==> config.mk <==
export PLATFORM = sky130hd
export DESIGN_NAME = tdm_demux4
export DESIGN_NICKNAME = d
export VERILOG_FILES = /design/src/rtl/tdm_demux4_pkg.sv /design/src/rtl/tdm_demux4_chan_shift.sv /design/src/rtl/tdm_demux4.sv
export SDC_FILE = /design/constraint.sdc
export NUM_CORES = 1
export LEC_CHECK = 0
export ABC_AREA = 1
export BUFFER_PORTS_ARGS = -buffer_cell sky130_fd_sc_hd__buf_4
export CELL_PAD_IN_SITES_DETAIL_PLACEMENT = 1
export CELL_PAD_IN_SITES_GLOBAL_PLACEMENT = 1
export CORE_MARGIN = 2
export CORE_UTILIZATION = 42
export DETAILED_ROUTE_END_ITERATION = 10
export GPL_ROUTABILITY_DRIVEN = 0
export GPL_TIMING_DRIVEN = 0
export PLACE_DENSITY = 0.78
export SLEW_MARGIN = 0
export SYNTH_ARGS = -nofsm -noshare
export SYNTH_HDL_FRONTEND = slang
export SYNTH_SLANG_ARGS = --single-unit
export TNS_END_PERCENT = 100
==> constraint.sdc <==
create_clock -name clk -period 2.95 [get_ports clk]
set_clock_uncertainty 0.2 [all_clocks]
set_input_delay 0.295 -clock clk [delete_from_list [all_inputs] [get_ports clk]]
set_output_delay 0.295 -clock clk [all_outputs]
set_load 0.005 [all_outputs]
==> src/rtl/tdm_demux4_pkg.sv <==
// Shared definitions for the 4-channel TDM receive path: channel count,
// slot counter width and the alignment state encoding.
package tdm_demux4_pkg;

    localparam int TDM_NUM_CH = 4;
    localparam int TDM_SLOT_W = 2;

    typedef enum logic {
        ST_HUNT = 1'b0,
        ST_RUN  = 1'b1
    } tdm_state_e;

    // Frame counter width; a one-frame word still needs a 1-bit counter.
    function automatic int frame_w(input int width);
        return (width > 1) ? $clog2(width) : 1;
    endfunction

endpackage

==> src/rtl/tdm_demux4_chan_shift.sv <==
// One channel word accumulator: MSB-first shift register with a clear that
// can restart the word on the same cycle a fresh first bit is loaded.
module tdm_chan_shift #(
    parameter int WIDTH = 8
) (
    input  logic             clk,
    input  logic             rst,
    input  logic             en_i,
    input  logic             clr_i,
    input  logic             bit_i,
    output logic [WIDTH-1:0] data_o
);

    logic [WIDTH-1:0] data_q;
    logic [WIDTH-1:0] data_d;

    // Next value: restart, clear, shift or hold.
    always_comb begin
        data_d = data_q;
        if (clr_i && en_i) begin
            data_d = WIDTH'(bit_i);
        end else if (clr_i) begin
            data_d = '0;
        end else if (en_i) begin
            data_d = (data_q << 1) | WIDTH'(bit_i);
        end else begin
            data_d = data_q;
        end
    end

    // Shift register state.
    always_ff @(posedge clk) begin
        if (rst) begin
            data_q <= '0;
        end else begin
            data_q <= data_d;
        end
    end

    assign data_o = data_q;

endmodule

==> src/rtl/tdm_demux4.sv <==
// TDM receive de-interleaver: aligns to the word-start sync marker, rebuilds
// four WIDTH-bit channel words and presents them through a valid/ready register.
module tdm_demux4
    import tdm_demux4_pkg::*;
#(
    parameter int WIDTH = 8
) (
    input  logic                  clk,
    input  logic                  rst,
    input  logic                  in_valid,
    input  logic                  in_sync,
    input  logic                  in_bit,
    output logic [4*WIDTH-1:0]    out_data,
    output logic                  out_valid,
    input  logic                  out_ready,
    output logic                  sync_err,
    output logic                  overrun
);

    localparam int FW = frame_w(WIDTH);
    localparam logic [FW-1:0] FRAME_LAST = FW'(WIDTH - 1);

    tdm_state_e               state_q, state_d;
    logic [TDM_SLOT_W-1:0]    slot_q, slot_d;
    logic [FW-1:0]            frame_q, frame_d;
    logic [4*WIDTH-1:0]       out_data_q;
    logic                     out_valid_q, sync_err_q, overrun_q;

    logic                     word_start_s, start_s, misplaced_s, missing_s;
    logic                     advance_s, complete_s, clr_s;
    logic [TDM_NUM_CH-1:0]    en_s;
    logic [WIDTH-1:0]         ch_q [TDM_NUM_CH];
    logic [WIDTH-1:0]         ch3_next_s;

    // Classify the accepted bit against the current alignment.
    always_comb begin
        start_s      = 1'b0;
        misplaced_s  = 1'b0;
        missing_s    = 1'b0;
        advance_s    = 1'b0;
        complete_s   = 1'b0;
        word_start_s = (slot_q == TDM_SLOT_W'(0)) && (frame_q == FW'(0));
        if (in_valid) begin
            if (state_q == ST_HUNT) begin
                start_s = in_sync;
            end else if (in_sync && !word_start_s) begin
                misplaced_s = 1'b1;
                start_s     = 1'b1;
            end else if (!in_sync && word_start_s) begin
                missing_s = 1'b1;
            end else begin
                advance_s  = 1'b1;
                complete_s = (slot_q == TDM_SLOT_W'(3)) && (frame_q == FRAME_LAST);
            end
        end else begin
            start_s = 1'b0;
        end
    end

    // Counter and state next values.
    always_comb begin
        state_d = state_q;
        slot_d  = slot_q;
        frame_d = frame_q;
        if (start_s) begin
            state_d = ST_RUN;
            slot_d  = TDM_SLOT_W'(1);
            frame_d = FW'(0);
        end else if (missing_s) begin
            state_d = ST_HUNT;
            slot_d  = TDM_SLOT_W'(0);
            frame_d = FW'(0);
        end else if (advance_s) begin
            slot_d = slot_q + TDM_SLOT_W'(1);
            if (slot_q == TDM_SLOT_W'(3)) begin
                frame_d = (frame_q == FRAME_LAST) ? FW'(0) : frame_q + FW'(1);
            end else begin
                frame_d = frame_q;
            end
        end else begin
            state_d = state_q;
        end
    end

    // Channel enables: a restart always lands in ch0.
    always_comb begin
        clr_s = start_s | missing_s;
        for (int i = 0; i < TDM_NUM_CH; i++) begin
            en_s[i] = (advance_s && (slot_q == TDM_SLOT_W'(i))) || (start_s && (i == 0));
        end
    end

    for (genvar g = 0; g < TDM_NUM_CH; g++) begin : g_chan
        tdm_chan_shift #(.WIDTH(WIDTH)) u_shift (
            .clk    (clk),
            .rst    (rst),
            .en_i   (en_s[g]),
            .clr_i  (clr_s),
            .bit_i  (in_bit),
            .data_o (ch_q[g])
        );
    end

    // The completing bit is ch3's LSB; fold it in so the set loads this edge.
    assign ch3_next_s = (ch_q[3] << 1) | WIDTH'(in_bit);

    // FSM, counters, output register and flags.
    always_ff @(posedge clk) begin
        if (rst) begin
            state_q     <= ST_HUNT;
            slot_q      <= '0;
            frame_q     <= '0;
            out_data_q  <= '0;
            out_valid_q <= 1'b0;
            sync_err_q  <= 1'b0;
            overrun_q   <= 1'b0;
        end else begin
            state_q    <= state_d;
            slot_q     <= slot_d;
            frame_q    <= frame_d;
            sync_err_q <= misplaced_s | missing_s;
            if (complete_s) begin
                out_data_q  <= {ch3_next_s, ch_q[2], ch_q[1], ch_q[0]};
                out_valid_q <= 1'b1;
                if (out_valid_q && !out_ready) begin
                    overrun_q <= 1'b1;
                end else begin
                    overrun_q <= overrun_q;
                end
            end else if (out_valid_q && out_ready) begin
                out_valid_q <= 1'b0;
            end else begin
                out_valid_q <= out_valid_q;
            end
        end
    end

    assign out_data  = out_data_q;
    assign out_valid = out_valid_q;
    assign sync_err  = sync_err_q;
    assign overrun   = overrun_q;

endmodule

Word level (Yosys, flattened, before mapping). Cells that the tools add are included.

Flip-flop bits (word level): 72. Output and inout bits: 35. Word-level logic and storage cells: 99.

$add $sub $neg: 2. Eq/ne operators: 4. Mux-type cells: 37. Bitwise logic cells: 6. Reductions and logical operators: 34.

Operators with widths (number): $mux W1 (36); $or A8 B1 Y8 (4); $reduce_bool A3 Y1 (5); $reduce_or A3 Y1 (5); $logic_and A1 B1 Y1 (14); $eq A2 B2 Y1 const B (2); $reduce_and A2 Y1 (2); $reduce_bool A2 Y1 (2); $add A3 B1 Y3 const B (1); $eq A3 B3 Y1 const B (1); $logic_not A1 Y1 (3); $logic_not A3 Y1 (1); $mux W3 (1); $add A2 B1 Y2 const B (1); $eq A2 B1 Y1 const B (1); $logic_not A2 Y1 (1); $or A1 B1 Y1 (2); $logic_or A1 B1 Y1 (1).

Longest topological paths before layout.
Depth in word-level cells: 12. Gate-level depth with buffers: 12.

Modules after synthesis. A second synthesis with hierarchy kept.

Cells, all modules: 437. Area, all modules: 3285.7 um^2.

By module, submodules not included: tdm_demux4 (times used 1, cells each 225, area an instance 1804.2 um^2, seq. area each 820.8 um^2); tdm_chan_shift (times used 4, cells each 53, area an instance 370.4 um^2, seq. area each 160.2 um^2).

Worst setup path after synthesis. OpenSTA, ideal clock, no wires.

Path kind: reg2reg. Start: register slot_q[0]. End: register g_chan[1].u_shift.data_q[1]. Library setup time: 0.109 ns. Arrival time: 1.762 ns. Path slack: 0.880 ns. Stages on the path, launching flop included: 13. Path buffers: 0. Cell sequence: dfxtp_1 inv_1 ha_1 nand3_1 inv_1 ha_1 nand3_4 nor2_8 inv_1 nand2_1 nand2_1 nand2_1 inv_1.

Cells in the longest elaborated chain, start to end: 10. Elaborated cells between the ends (all ways): 21. Classes of those cells: 1 x eq/ne; 11 x mux; 1 x bitwise; 8 x reduce/logical.

RTL lines: from (decl) (RTL line tdm_demux4.sv:24) `logic [TDM_SLOT_W-1:0] slot_q, slot_d;`; from (signal assigned) (RTL line tdm_demux4.sv:119) `slot_q <= slot_d;`; $logic_not A2 Y1 (RTL line tdm_demux4.sv:42) `word_start_s = (slot_q == TDM_SLOT_W'(0)) && (frame_q == FW'(0));`; $logic_and A1 B1 Y1 (RTL line tdm_demux4.sv:42); $logic_and A1 B1 Y1 or $logic_not A1 Y1 (tied branches) (RTL line tdm_demux4.sv:49, tdm_demux4.sv:46); $mux W1 or $logic_and A1 B1 Y1 (tied branches) (RTL line tdm_demux4.sv:49, tdm_demux4.sv:46); $mux W1 (RTL line tdm_demux4.sv:46) `end else if (in_sync && !word_start_s) begin`; $mux W1 (RTL line tdm_demux4.sv:44) `if (state_q == ST_HUNT) begin`; $mux W1 (RTL line tdm_demux4.sv:43) `if (in_valid) begin`; $or A1 B1 Y1 or $logic_and A1 B1 Y1 (tied branches) (RTL line tdm_demux4.sv:87, tdm_demux4.sv:89); $logic_and A1 B1 Y1 (RTL line tdm_demux4_chan_shift.sv:20) `if (clr_i && en_i) begin`; $reduce_or A3 Y1 (no source line); to (signal assigned) (RTL line tdm_demux4_chan_shift.sv:36) `data_q <= data_d;`; to (decl) (RTL line tdm_demux4_chan_shift.sv:14) `logic [WIDTH-1:0] data_q;`.

Several ways; a longest one is shown, not always the timed one. A chain may end at the register's enable or synchronous reset.

Final worst setup path.
Start: register slot_q[0]. End: register g_chan[2].u_shift.data_q[5].

Cells in the longest elaborated chain, start to end: 10. Elaborated cells between the ends (all ways): 21. Classes of those cells: 1 x eq/ne; 11 x mux; 1 x bitwise; 8 x reduce/logical.

RTL lines (RTL line): $logic_not A2 Y1 (tdm_demux4.sv:42); $logic_and A1 B1 Y1 (tdm_demux4.sv:42); $logic_and A1 B1 Y1 or $logic_not A1 Y1 (tied branches) (tdm_demux4.sv:49, tdm_demux4.sv:46); $mux W1 or $logic_and A1 B1 Y1 (tied branches) (tdm_demux4.sv:49, tdm_demux4.sv:46); $mux W1 (tdm_demux4.sv:46); $mux W1 (tdm_demux4.sv:44); $mux W1 (tdm_demux4.sv:43); $or A1 B1 Y1 or $logic_and A1 B1 Y1 (tied branches) (tdm_demux4.sv:87, tdm_demux4.sv:89); $logic_and A1 B1 Y1 (tdm_demux4_chan_shift.sv:20); $reduce_or A3 Y1 (no source line); to (signal assigned) (tdm_demux4_chan_shift.sv:36); to (decl) (tdm_demux4_chan_shift.sv:14).

Several ways; a longest one is shown, not always the timed one.

==> results.json <==
{
  "run_status": "finished clean",
  "period_needed_ns": 2.438,
  "detail_route.wirelength_mm": 7.836,
  "cp_num_cells": 12,
  "hp-start": "in_bit",
  "post_cts.repair.setup_buffers": 0,
  "avgSynthCellArea_um2": 7.540,
  "clk_latency_ns": 0.36,
  "met2WireLength_mm": 3.861,
  "grt_setup_unrepaired": "false",
  "post-route-period-util": 0.8264,
  "crit_chain": "inv_1 -> ha_1 -> nand3_1 -> inv_1 -> ha_1 -> nand3_4 -> nor2_8 -> inv_1 -> nand2_1 -> nand2_1 -> nand2_1 -> inv_1",
  "p_leak_nw": 1.869,
  "synth-seq-area-share": 0.4552,
  "internal_power_mw": 1.621,
  "post_synth_arst_share": 0,
  "slowest_delay_ns": 0.39,
  "synth_simple_gate_area_frac": 0.3102,
  "worstSetupEndpointType": "flop",
  "cts_inserted_buffers": 9,
  "tightest_slew_ns": 0.5892,
  "dominant_combinational_cell_family_by_area_after_synthesis": "simple AND/OR/NAND/NOR gates",
  "worst_setup_path_endpoint": "g_chan[2].u_shift.data_o[5]$_SDFFE_PP0P_",
  "fin_total_pwr_mw": 2.130,
  "hp-class": "input port to flop",
  "worstPathArrival_ns": 2.50,
  "starting_drt_drc_count": 51,
  "largest_buffer_count_on_any_clock_path": 2,
  "area_fraction_of_the_dominant_cell_type_after_synthesis": 0.4552,
  "synth-edff-count": 0,
  "yosys.cell_count.top_type": "sky130_fd_sc_hd__nand2_1",
  "finalHoldViolCount": 0,
  "critical_path.n_buffers_inverters": 4,
  "first_global_vias": 2852,
  "crit_path_start_kind": "flop",
  "critPathSlowestCell": "sky130_fd_sc_hd__dfxtp_1",
  "place_inst": 558,
  "cts_root_buf": "sky130_fd_sc_hd__clkbuf_8",
  "fin_worst_hold_slack_ns": 0.007547,
  "r2r_start": "slot_q[0]$_SDFFE_PP0P_",
  "core-area_um2": 7292,
  "postCtsResizedCells": 0,
  "synthDistinctLibCells": 21,
  "half_perimeter_wire_length_after_detailed_placement_mm": 5.672,
  "switching_fraction": 0.2390,
  "die_w_um": 90.83,
  "comb_power_share": 0.077,
  "dieHeight_um": 90.83,
  "first_pass_detailed_route_iteration_total": 4,
  "postSynthNetCount": 436,
  "yosys.area.top_type": "sky130_fd_sc_hd__dfxtp_1",
  "vias": 2786,
  "count_of_state_elements_after_synthesis": 72,
  "yosys-top-cells-area": "sky130_fd_sc_hd__dfxtp_1 46%, sky130_fd_sc_hd__nand2_1 17%, sky130_fd_sc_hd__a21oi_1 7.4%, sky130_fd_sc_hd__nand3_1 7.3%, sky130_fd_sc_hd__inv_1 6.0%",
  "grt_first_pass_wirelength_mm": 13.54,
  "cap_viol_max_count": 0,
  "crit_path_start": "slot_q[0]$_SDFFE_PP0P_",
  "synth.area.mux_share": 0,
  "stdcell_count": 574,
  "critical_path.most_common_cell": "sky130_fd_sc_hd__inv_1",
  "ioPinCount": 41,
  "floorplan.die_area_um2": 8250,
  "h_tree_depth": 3,
  "num-fill-cells": 948,
  "post_route_cells_drive_above_1_share": 0.1768,
  "synth-compound-area-share": 0.08218,
  "depth_of_the_worst_register_to_register_path": 12,
  "fmaxAchievable_mhz": 410.2,
  "area_delta_synth_final_pct": 20.90,
  "ys.warnings.count": 0,
  "floorplan.rows": 31,
  "worst-r2r-setup-slack_ns": 0.51,
  "critical-path-top-delay-family": "simple AND/OR/NAND/NOR gates",
  "report.final.setup_viol": 0,
  "port-buffer-count": 39,
  "grt_antenna_before_repair": 0,
  "switching_power_uw": 509.1,
  "finish.utilization": 0.5251,
  "route.met3.wl_um": 222,
  "synth_top_cells_by_count": "142 x sky130_fd_sc_hd__nand2_1, 72 x sky130_fd_sc_hd__dfxtp_1, 51 x sky130_fd_sc_hd__inv_1",
  "top_signal_layer_used": "met4",
  "finalMaxSlewViolations": 0,
  "power_density_nw_per_um2": 556.4,
  "vias_per_cell": 4.854,
  "avgRoutedWirePerCell_um": 13.65,
  "postCtsHoldBufs": 0,
  "clock_power_share": 0.455,
  "cts.clk_slew.worst_paths_ns": 0.08,
  "flip_flop_cell_with_the_highest_count_after_synthesis": "sky130_fd_sc_hd__dfxtp_1",
  "path_max_fanout": 9,
  "layout.nets": 486,
  "grt_start_max_net_pins": 13,
  "route.detailed.drc": 0,
  "cts_num_sinks": 72,
  "irDropWorstVdd_mv": 0.2226,
  "mappedNetlistArea_um2": 3167,
  "ant_nets": 0,
  "max-slew-margin-rel": 0.6031,
  "worst_r2r_endpoint": "g_chan[2].u_shift.data_o[5]$_SDFFE_PP0P_",
  "path_class": "flop to flop",
  "power.sequential.fraction": 0.468,
  "post_synth_fa_ha_maj_area_fraction": 0.03951,
  "post_synth_inst_count": 420,
  "starting_density": 0.4343,
  "cp_data_required_time_ns": 3.01,
  "routed_length_on_met1_mm": 3.617,
  "overflow": 0,
  "groute.usage.overall": 0.2047,
  "cts_tree": "built",
  "synth-xor-area-share": 0,
  "antenna_cells_inserted": 0,
  "fin_setup_tns_ns": 0
}
-- worst min-delay path by stage --
stage	to	slack (ns)	depth (start not counted)
2_1_floorplan	g_chan[0].u_shift.data_o[0]$_SDFFE_PP0P_	0.23	2
3_3_place_gp	overrun$_SDFFE_PP0P_	0.24	2
3_5_place_dp	out_data[24]$_SDFFE_PP0P_	0.25	2
4_1_cts	g_chan[0].u_shift.data_o[0]$_SDFFE_PP0P_	0.0007	3
5_1_grt	g_chan[0].u_shift.data_o[0]$_SDFFE_PP0P_	0.03	3
6_report	g_chan[0].u_shift.data_o[0]$_SDFFE_PP0P_	0.008	3
-- kinds of logic after synthesis --
group / Yosys count
compound gates: 52
simple gates: 214
flops: 72
buf+inv: 72
fa+ha+maj: 10
-- layout make-up --
class / count / area (um2) / area share
tap: 99 / 123.9 / 0.03235
buffer: 21 / 166.4 / 0.04346
inverter: 51 / 191.4 / 0.05000
clock inverter: 5 / 103.9 / 0.02712
sequential: 72 / 1441 / 0.3765
timing repair buffer: 39 / 292.8 / 0.07647
multi-input combinational: 276 / 1368 / 0.3572
clock buffer: 11 / 141.4 / 0.03693
-- worst register-to-register path, stage by stage (launching register included) --
cell and delay, ns:
sky130_fd_sc_hd__dfxtp_1 0.39, sky130_fd_sc_hd__inv_1 0.10, sky130_fd_sc_hd__ha_1 0.25, sky130_fd_sc_hd__nand3_1 0.13
sky130_fd_sc_hd__inv_1 0.07, sky130_fd_sc_hd__ha_1 0.38, sky130_fd_sc_hd__nand3_4 0.20, sky130_fd_sc_hd__nor2_8 0.20
sky130_fd_sc_hd__inv_1 0.17, sky130_fd_sc_hd__nand2_1 0.09, sky130_fd_sc_hd__nand2_1 0.06, sky130_fd_sc_hd__nand2_1 0.06
sky130_fd_sc_hd__inv_1 0.03
-- through the flow --
step | area, um2 | setup slack, ns
2_1_floorplan | 3167 | 0.8796
3_3_place_gp | 3583 | 0.5646
3_5_place_dp | 3583 | 0.5036
4_1_cts | 3829 | 0.4669
5_1_grt | 3829 | 0.2875
6_report | 3829 | 0.5121
-- power by group through the flow --
stage	logic (mW)	clock network [mW]	registers (mW)
floorplan	0.120	0	1.02
global placement	0.161	0	1.02
detailed placement	0.164	0	1.02
CTS	0.167	0.982	0.997
global route	0.185	1.02	0.998
finish	0.164	0.969	0.997
-- cells in the final DEF (no fill, tap or decap) --
cell type,instances
sky130_fd_sc_hd__nand2_1,142
sky130_fd_sc_hd__bufinv_16,3
sky130_fd_sc_hd__nor2_2,1
sky130_fd_sc_hd__dfxtp_1,72
sky130_fd_sc_hd__clkbuf_1,5
sky130_fd_sc_hd__and2_1,1
sky130_fd_sc_hd__clkbuf_8,10
sky130_fd_sc_hd__buf_2,4
sky130_fd_sc_hd__buf_6,9
sky130_fd_sc_hd__clkinv_4,1
sky130_fd_sc_hd__nand3_4,1
sky130_fd_sc_hd__nor2_4,3
sky130_fd_sc_hd__o21ai_0,5
sky130_fd_sc_hd__a21oi_1,47
sky130_fd_sc_hd__nand4_1,2
sky130_fd_sc_hd__nand3_1,46
sky130_fd_sc_hd__clkinv_2,1
sky130_fd_sc_hd__nor2_1,10
sky130_fd_sc_hd__buf_4,43
sky130_fd_sc_hd__nand4_2,1
sky130_fd_sc_hd__ha_1,10
sky130_fd_sc_hd__nand2_4,2
sky130_fd_sc_hd__inv_1,51
sky130_fd_sc_hd__nand3_2,3
sky130_fd_sc_hd__nor2_8,2
-- registers in the layout, summed over array words and instances (netlist names) --
signal,cells
out_data,32
sync_err,1
g_chan.u_shift.data_o,31
overrun,1
frame_q,3
out_valid,1
slot_q,2
state_q,1
-- layer usage --
layer	track usage	vias up
li1	-	1413
met1	0.2535	1326
met2	0.3507	36
met3	0.04424	11
met4	0.07323	0
met5	0	-
Note: power is estimated with default switching activity, not from simulation.
